[src/rtl/lsu.sv]
// rtl/lsu.sv - load/store unit: one data-memory transaction at a time over req/gnt/rvalid
// Alignment/legality is checked at accept; faulting ops never reach the bus.
module lsu (
    input  logic        clk,
    input  logic        rst_n,
    input  logic        ex_valid,
    output logic        ex_ready,
    input  logic        ex_is_load,
    input  logic        ex_is_store,
    input  logic [2:0]  ex_funct3,
    input  logic [31:0] ex_addr,
    input  logic [31:0] ex_wdata,
    input  logic [4:0]  ex_rd,
    input  logic        flush,
    output logic        dmem_req,
    output logic        dmem_we,
    output logic [31:0] dmem_addr,
    output logic [3:0]  dmem_be,
    output logic [31:0] dmem_wdata,
    input  logic        dmem_gnt,
    input  logic        dmem_rvalid,
    input  logic [31:0] dmem_rdata,
    output logic        wb_valid,
    output logic        wb_we,
    output logic [4:0]  wb_rd,
    output logic [31:0] wb_data,
    output logic        fault,
    output logic [31:0] fault_addr
);

    typedef enum logic [1:0] {IDLE, REQ, WAIT} state_t;

    state_t      state, state_nxt;
    logic        kill_q;
    logic [2:0]  funct3_q;
    logic [1:0]  off_q;
    logic [4:0]  rd_q;
    logic        accept;
    logic        bad;
    logic [3:0]  st_be;
    logic [31:0] st_wdata;
    logic [7:0]  ld_byte;
    logic [15:0] ld_half;
    logic [31:0] ld_ext;
    logic        store_done;
    logic        load_done;
    logic        killed;

    assign ex_ready   = (state == IDLE);
    assign dmem_req   = (state == REQ);
    assign accept     = ex_valid & ex_ready & ~flush & (ex_is_load | ex_is_store);
    assign store_done = (state == REQ) & dmem_gnt & dmem_we;
    assign load_done  = (state == WAIT) & dmem_rvalid;
    assign killed     = kill_q | flush;

    // funct3[1:0] encodes size (00 byte, 01 half, 10 word) for both loads and stores
    always_comb begin
        bad = 1'b0;
        if (ex_is_load && ex_is_store)
            bad = 1'b1;
        else if (ex_is_load && (ex_funct3 == 3'b011 || ex_funct3[2:1] == 2'b11))
            bad = 1'b1;
        else if (ex_is_store && ex_funct3 >= 3'b011)
            bad = 1'b1;
        else if (ex_funct3[1:0] == 2'b01 && ex_addr[0])
            bad = 1'b1;
        else if (ex_funct3[1:0] == 2'b10 && ex_addr[1:0] != 2'b00)
            bad = 1'b1;
    end

    always_comb begin
        st_be    = 4'b1111;
        st_wdata = ex_wdata;
        if (ex_is_store) begin
            case (ex_funct3[1:0])
                2'b00: begin
                    st_be    = 4'b0001 << ex_addr[1:0];
                    st_wdata = {4{ex_wdata[7:0]}};
                end
                2'b01: begin
                    st_be    = ex_addr[1] ? 4'b1100 : 4'b0011;
                    st_wdata = {2{ex_wdata[15:0]}};
                end
                default: st_be = 4'b1111;
            endcase
        end
    end

    always_comb begin
        ld_byte = dmem_rdata[8*off_q +: 8];
        ld_half = off_q[1] ? dmem_rdata[31:16] : dmem_rdata[15:0];
        case (funct3_q)
            3'b000:  ld_ext = {{24{ld_byte[7]}}, ld_byte};
            3'b001:  ld_ext = {{16{ld_half[15]}}, ld_half};
            3'b100:  ld_ext = {24'd0, ld_byte};
            3'b101:  ld_ext = {16'd0, ld_half};
            default: ld_ext = dmem_rdata;
        endcase
    end

    always_comb begin
        state_nxt = state;
        case (state)
            IDLE: if (accept && !bad) state_nxt = REQ;
            REQ:  if (dmem_gnt) state_nxt = dmem_we ? IDLE : WAIT;
            WAIT: if (dmem_rvalid) state_nxt = IDLE;
            default: state_nxt = IDLE;
        endcase
    end

    always_ff @(posedge clk or negedge rst_n) begin
        if (!rst_n)
            state <= IDLE;
        else
            state <= state_nxt;
    end

    always_ff @(posedge clk or negedge rst_n) begin
        if (!rst_n) begin
            kill_q     <= 1'b0;
            funct3_q   <= 3'd0;
            off_q      <= 2'd0;
            rd_q       <= 5'd0;
            dmem_we    <= 1'b0;
            dmem_addr  <= 32'd0;
            dmem_be    <= 4'd0;
            dmem_wdata <= 32'd0;
            wb_valid   <= 1'b0;
            wb_we      <= 1'b0;
            wb_rd      <= 5'd0;
            wb_data    <= 32'd0;
            fault      <= 1'b0;
            fault_addr <= 32'd0;
        end else begin
            wb_valid <= 1'b0;
            wb_we    <= 1'b0;
            fault    <= 1'b0;
            if (state == IDLE)
                kill_q <= 1'b0;
            else if (flush)
                kill_q <= 1'b1;
            if (accept) begin
                if (bad) begin
                    fault      <= 1'b1;
                    fault_addr <= ex_addr;
                end else begin
                    dmem_we    <= ex_is_store;
                    dmem_addr  <= {ex_addr[31:2], 2'b00};
                    dmem_be    <= st_be;
                    dmem_wdata <= st_wdata;
                    funct3_q   <= ex_funct3;
                    off_q      <= ex_addr[1:0];
                    rd_q       <= ex_rd;
                end
            end
            if (store_done) begin
                wb_valid <= 1'b1;
                wb_rd    <= rd_q;
                wb_data  <= 32'd0;
            end
            // A killed load still drains its rvalid but never writes back
            if (load_done && !killed) begin
                wb_valid <= 1'b1;
                wb_we    <= 1'b1;
                wb_rd    <= rd_q;
                wb_data  <= ld_ext;
            end
        end
    end

endmodule

[config.mk]
export PLATFORM = sky130hd
export DESIGN_NAME = lsu
export DESIGN_NICKNAME = d
export VERILOG_FILES = /design/src/rtl/lsu.sv
export SDC_FILE = /design/constraint.sdc
export NUM_CORES = 1
export LEC_CHECK = 0
export ABC_AREA = 1
export CAP_MARGIN = 20
export CORE_MARGIN = 3
export CORE_UTILIZATION = 45
export CTS_BUF_LIST = sky130_fd_sc_hd__clkbuf_16
export CTS_CLUSTER_DIAMETER = 80
export CTS_CLUSTER_SIZE = 40
export DETAILED_ROUTE_END_ITERATION = 16
export GPL_TIMING_DRIVEN = 0
export PLACE_DENSITY = 0.82
export SLEW_MARGIN = 10
export SYNTH_ARGS = -nofsm -noshare
export SYNTH_HDL_FRONTEND = slang
export SYNTH_SLANG_ARGS = --single-unit
[constraint.sdc]
create_clock -name clk -period 2.59 [get_ports clk]
set_input_delay 0.518 -clock clk [delete_from_list [all_inputs] [get_ports clk]]
set_output_delay 0.518 -clock clk [all_outputs]
set_load 0.02 [all_outputs]
# ---- Word level (Yosys, flattened, before mapping)
# Index checks and enable logic that the tools add are counted.
dict set report classes {
  add_sub_neg 0
  n_mul 0
  div 0
  magnitude_cmp 1
  n_eq_ne 12
  n_shift 2
  n_mux 28
  bitwise_logic 10
  reduce_logical 19
}
# operator n
set op_table {}
lappend op_table {{32-bit case mux with 4 select lines} 1}
lappend op_table {{32-bit 2-to-1 mux} 3}
lappend op_table {{32-bit case mux with 2 select lines} 1}
lappend op_table {{32-bit by 6-bit indexed part select with 8-bit output} 1}
lappend op_table {{16-bit 2-to-1 mux} 1}
lappend op_table {{1-bit 2-to-1 mux} 12}
lappend op_table {{5-bit 2-to-1 mux} 2}
lappend op_table {{2-bit 2-to-1 mux} 4}
lappend op_table {{4-bit 2-to-1 mux} 2}
lappend op_table {{4-bit case mux with 2 select lines} 1}
lappend op_table {{1-bit logical AND} 7}
lappend op_table {{1-bit AND} 6}
lappend op_table {{2-bit equality test, second input constant} 3}
lappend op_table {{3-bit equality test, second input constant} 2}
lappend op_table {{2-bit case mux with 3 select lines} 1}
lappend op_table {{2-bit nonzero test} 3}
lappend op_table {{2-bit by 1-bit equality test with 1-bit output, second input constant} 2}
lappend op_table {{2-bit zero test} 2}
lappend op_table {{2-bit by 1-bit != test with 1-bit output, second input constant} 2}
lappend op_table {{2-bit AND reduction} 2}
lappend op_table {{1-bit by 2-bit left shift with 4-bit output, first input constant} 1}
lappend op_table {{3-bit by 1-bit equality test with 1-bit output, second input constant} 1}
lappend op_table {{3-bit by 2-bit equality test with 1-bit output, second input constant} 1}
lappend op_table {{3-bit by 2-bit >= comparator with 1-bit output, second input constant} 1}
lappend op_table {{other kinds (7)} 10}
dict set report word_totals {
  regBits 152
  latchBits 0
  mem_bits_rw 0
  mem_bits_ro 0
  out_inout_bits 143
  word_cells 87
  memories 0
}

# ---- Depth between registers and ports, before layout
dict set report depth {
  depth_word 11
  depth_mapped 12
  depth_no_buf 9
}

# ---- Worst setup path before layout
# Ideal clock, no wire load.
dict set report synth_timing {
  path_kind {register -> register}
  startpoint {register state[1]}
  endpoint {register wb_rd[0]}
  arrival_ns 1.581
  required_ns 2.465
  slack_ns 0.884
  path_stages_with_launch 5
  path_buffers 0
  period_less_slack_ns 1.706
  cell_sequence {dfrtp_1 nor2_1 nand3_1 nand2_1 mux2_2}
}
dict set report synth_via {
  elab_chain_len 4
}
# item line_no
set synth_rtl {}
lappend synth_rtl {{from (decl)} 33} ;# state_t state, state_nxt;
lappend synth_rtl {{from (signal assigned)} 115} ;# state <= state_nxt;
lappend synth_rtl {{2-bit by 1-bit equality test with 1-bit output} n/a}
lappend synth_rtl {{named net dmem_req} 15} ;# output logic dmem_req,
lappend synth_rtl {{1-bit AND (2 in series)} 52} ;# assign store_done = (state == REQ) & dmem_gnt & dmem_we;
lappend synth_rtl {{2-bit nonzero test (no line)} n/a}
lappend synth_rtl {{to (signal assigned)} 158} ;# wb_rd <= rd_q;
lappend synth_rtl {{to (signal assigned)} 165} ;# wb_rd <= rd_q;
lappend synth_rtl {{to (decl)} 25} ;# output logic [4:0] wb_rd,
# The timed path passes the listed nets, and every way through them passes these cells.
# A chain may end at the register's enable or synchronous reset.

# ---- Worst setup path in the final report
dict set report layout_timing {
  startpoint {register state[1]}
  endpoint {output port dmem_req}
}
dict set report layout_via {
  elab_chain_len 1
}
# item line_no
set layout_rtl {}
lappend layout_rtl {{2-bit by 1-bit equality test with 1-bit output} 50} ;# assign dmem_req = (state == REQ);
lappend layout_rtl {{to (decl)} 15}
# No other way between the ends.

==> metrics <==
status=completed; Max Cap Viol=0; crit-path cells=nor2_1 -> clkdlybuf4s50_1; Sw Ratio=35.9%; vias in the first global route=6612; final worst setup slack=331 ps; first-pass GRT wire length=34000 um; utilization after layout=69.3%; DP Cell Count=1241; ys flop type=dfrtp_1; Place WS=45.9 ps; Detail Route Antenna Nets=0; Cell variety after synth=31; drt drc=0; Core Area=0.0146 sq mm; final net count=1188; clock skew=6.41 ps; minimum clock period=2260 ps; FP Rows=44; GR Overflow Total=0; number of synthesized flops with an enable pin=0; sequential cell area fraction in the yosys report=56.4%; CP endpoint kind=output port; Inserted Clock Buffers=17; Yosys top cell area share=56.4%; Non-Filler Instances=1273; Yosys Warn Count=0; Final GP Congestion=0.907; Die ar.=0.0165 sq mm; Synth Instances=804; # resized after CTS=0; FF+latch count, synth=152; area grow syn2layout=50.0%; Die X=128 um; clock sinks=152; slowest CP cell=clkdlybuf4s50_1; pin count of the biggest net entering global routing=81; die span in y=128 um; Worst path max stage delay=680 ps; Top delay family on crit path=buffers and inverters; RR Startpoint=state[1]$_DFFE_PN0P_; Clk Latency, worst-skew pair=420 ps; crit path launch type=register; setup bufs post-CTS=0; WS Path Type=register to output port; Slew Limit Headroom=61.4%; pwr/cell area=955 mW/mm^2; most frequent cell after synthesis=nand2_1; CTS Buffer Depth=2; clock group share of total power=25.9%; TritonRoute pass-1 iters=5; Combinational Power Share=37.9%; worst vdd ir=0.534 mV; Hold Crit Class=input port to asynchronous set/reset pin; ant diodes=0; initial drt markers=596; CTS tree=built; Final Power=9660 uW; via/cell ratio=5.16; syn_area_per_cell=8.38 sq um; Vias=6568; post-DP HPWL=15500 um; layout cells sized above 1=7.71%; Pint=6190 uW; synth top area cells=dfrtp_1 (56%), nand2_1 (15%), o21ai_0 (9.1%); Synth top cells by count=nand2_1 (271), dfrtp_1 (152), o21ai_0 (123); Worst-Margin Slew=576 ps; RR Endpoint=wb_rd[2]$_DFFE_PN0P_; P_leak=0.00482 uW; Req. time, crit path=2070 ps; unrepaired setup endpoints after global routing=false; Fmax=0.443 GHz; Setup TNS=0 ps; Routed WL=21400 um; Initial Util=46.2%; Slew Viols, Final=0; FFs w/ async S/R, synth=100%; Hold Fails Final Rpt=0; Reg power frac=36.2%; Synth area leader=dfrtp_1; Total GRT Usage=26.3%; CTS H-tree lvls=4; WL/cell=16.8 um; Root Buffer=clkbuf_16; post-cts hold buffer count=0; Mapped Area=0.00674 sq mm; sum of buffers and inverters on the critical path=1; Worst-path clk slew=60 ps; initial antenna violation count=0; endpoints failing setup=0; PortBufs=251; net switching power figure=3470 uW; R2R setup slack=810 ps; number of I/O pins=255; reg2reg path depth=4; Critical Path AT=1740 ps; CP Max Fanout=4; period utilization=87.2%
[power by group through the flow]
stage / Clock [uW] / Sequential [uW] / Combinational (uW)
final: 2500 / 3500 / 3660
after global routing: 2640 / 3580 / 3940
after CTS: 2530 / 3490 / 3680
after detailed placement: 0 / 3510 / 3660
after global placement: 0 / 3500 / 3590
after floorplan: 0 / 4260 / 962
[cell usage in the layout, fill, tap and decap left out, types with 5 or more instances in the layout]
| cell type | n |
|---|---|
| mux2_2 | 5 |
| a21oi_1 | 5 |
| o21ai_0 | 123 |
| or2_2 | 7 |
| dfrtp_1 | 152 |
| inv_1 | 53 |
| nand2_1 | 271 |
| buf_4 | 9 |
| nand3_1 | 40 |
| o2111ai_1 | 5 |
| clkbuf_1 | 20 |
| clkdlybuf4s50_1 | 250 |
| clkbuf_16 | 17 |
| inv_6 | 5 |
| o21ai_1 | 32 |
| nor2_1 | 41 |
| buf_2 | 12 |
[through the flow]
stage,instance area (sq um),hold WS [ps]
CTS,10100,72.9
finish,10100,63.7
detailed placement,9520,465
global placement,9490,458
floorplan,6740,222
global route,10100,86.5
[routing by layer]
layer	global-route usage [%]	vias to the layer above	wire [um]
met4	9.99	0	691
met3	8.51	49	2060
met2	43.0	290	10300
met1	32.7	3102	8430
met5	0	-	0
li1	-	3127	-
[sequential cells by signal, indices dropped and copies added, names as in the netlist, 2 cells and up]
| name | flops |
|---|---|
| funct3_q | 3 |
| off_q | 2 |
| fault_addr | 32 |
| dmem_wdata | 32 |
| dmem_be | 4 |
| state | 2 |
| wb_data | 32 |
| dmem_addr | 30 |
| wb_rd | 5 |
| rd_q | 5 |
[cell families after synthesis]
kind of cell | Yosys count | synth area share [%]
flops | 152 | 56.4
simple gates | 373 | 22.6
compound gates | 170 | 13.1
mux | 5 | 0.835
other cells | 1 | 0.0556
buf+inv | 103 | 6.94
[area by class of cell]
cell class	instances	area [sq um]
inverters	58	220
repair buffers	252	2540
multi-input cells	550	2470
clock inverters	15	168
well taps	184	230
flip-flops and latches	152	3800
plain buffers	45	248
fillers	1153	4480
clock buffers	17	425
[worst max path at each step]
stage                         startpoint                         to  slack, ps  depth (start not counted)
floorplan           state[1]$_DFFE_PN0P_       wb_rd[0]$_DFFE_PN0P_        880                          4
global placement                   rst_n  dmem_addr[24]$_DFFE_PN0P_      -5120                          1
detailed placement          ex_funct3[1]   dmem_addr[5]$_DFFE_PN0P_         50                          9
CTS                 state[1]$_DFFE_PN0P_                   dmem_req        320                          2
global route        state[1]$_DFFE_PN0P_                   dmem_req        220                          2
finish              state[1]$_DFFE_PN0P_                   dmem_req        330                          2
Note: power is estimated with default switching activity, not from simulation.
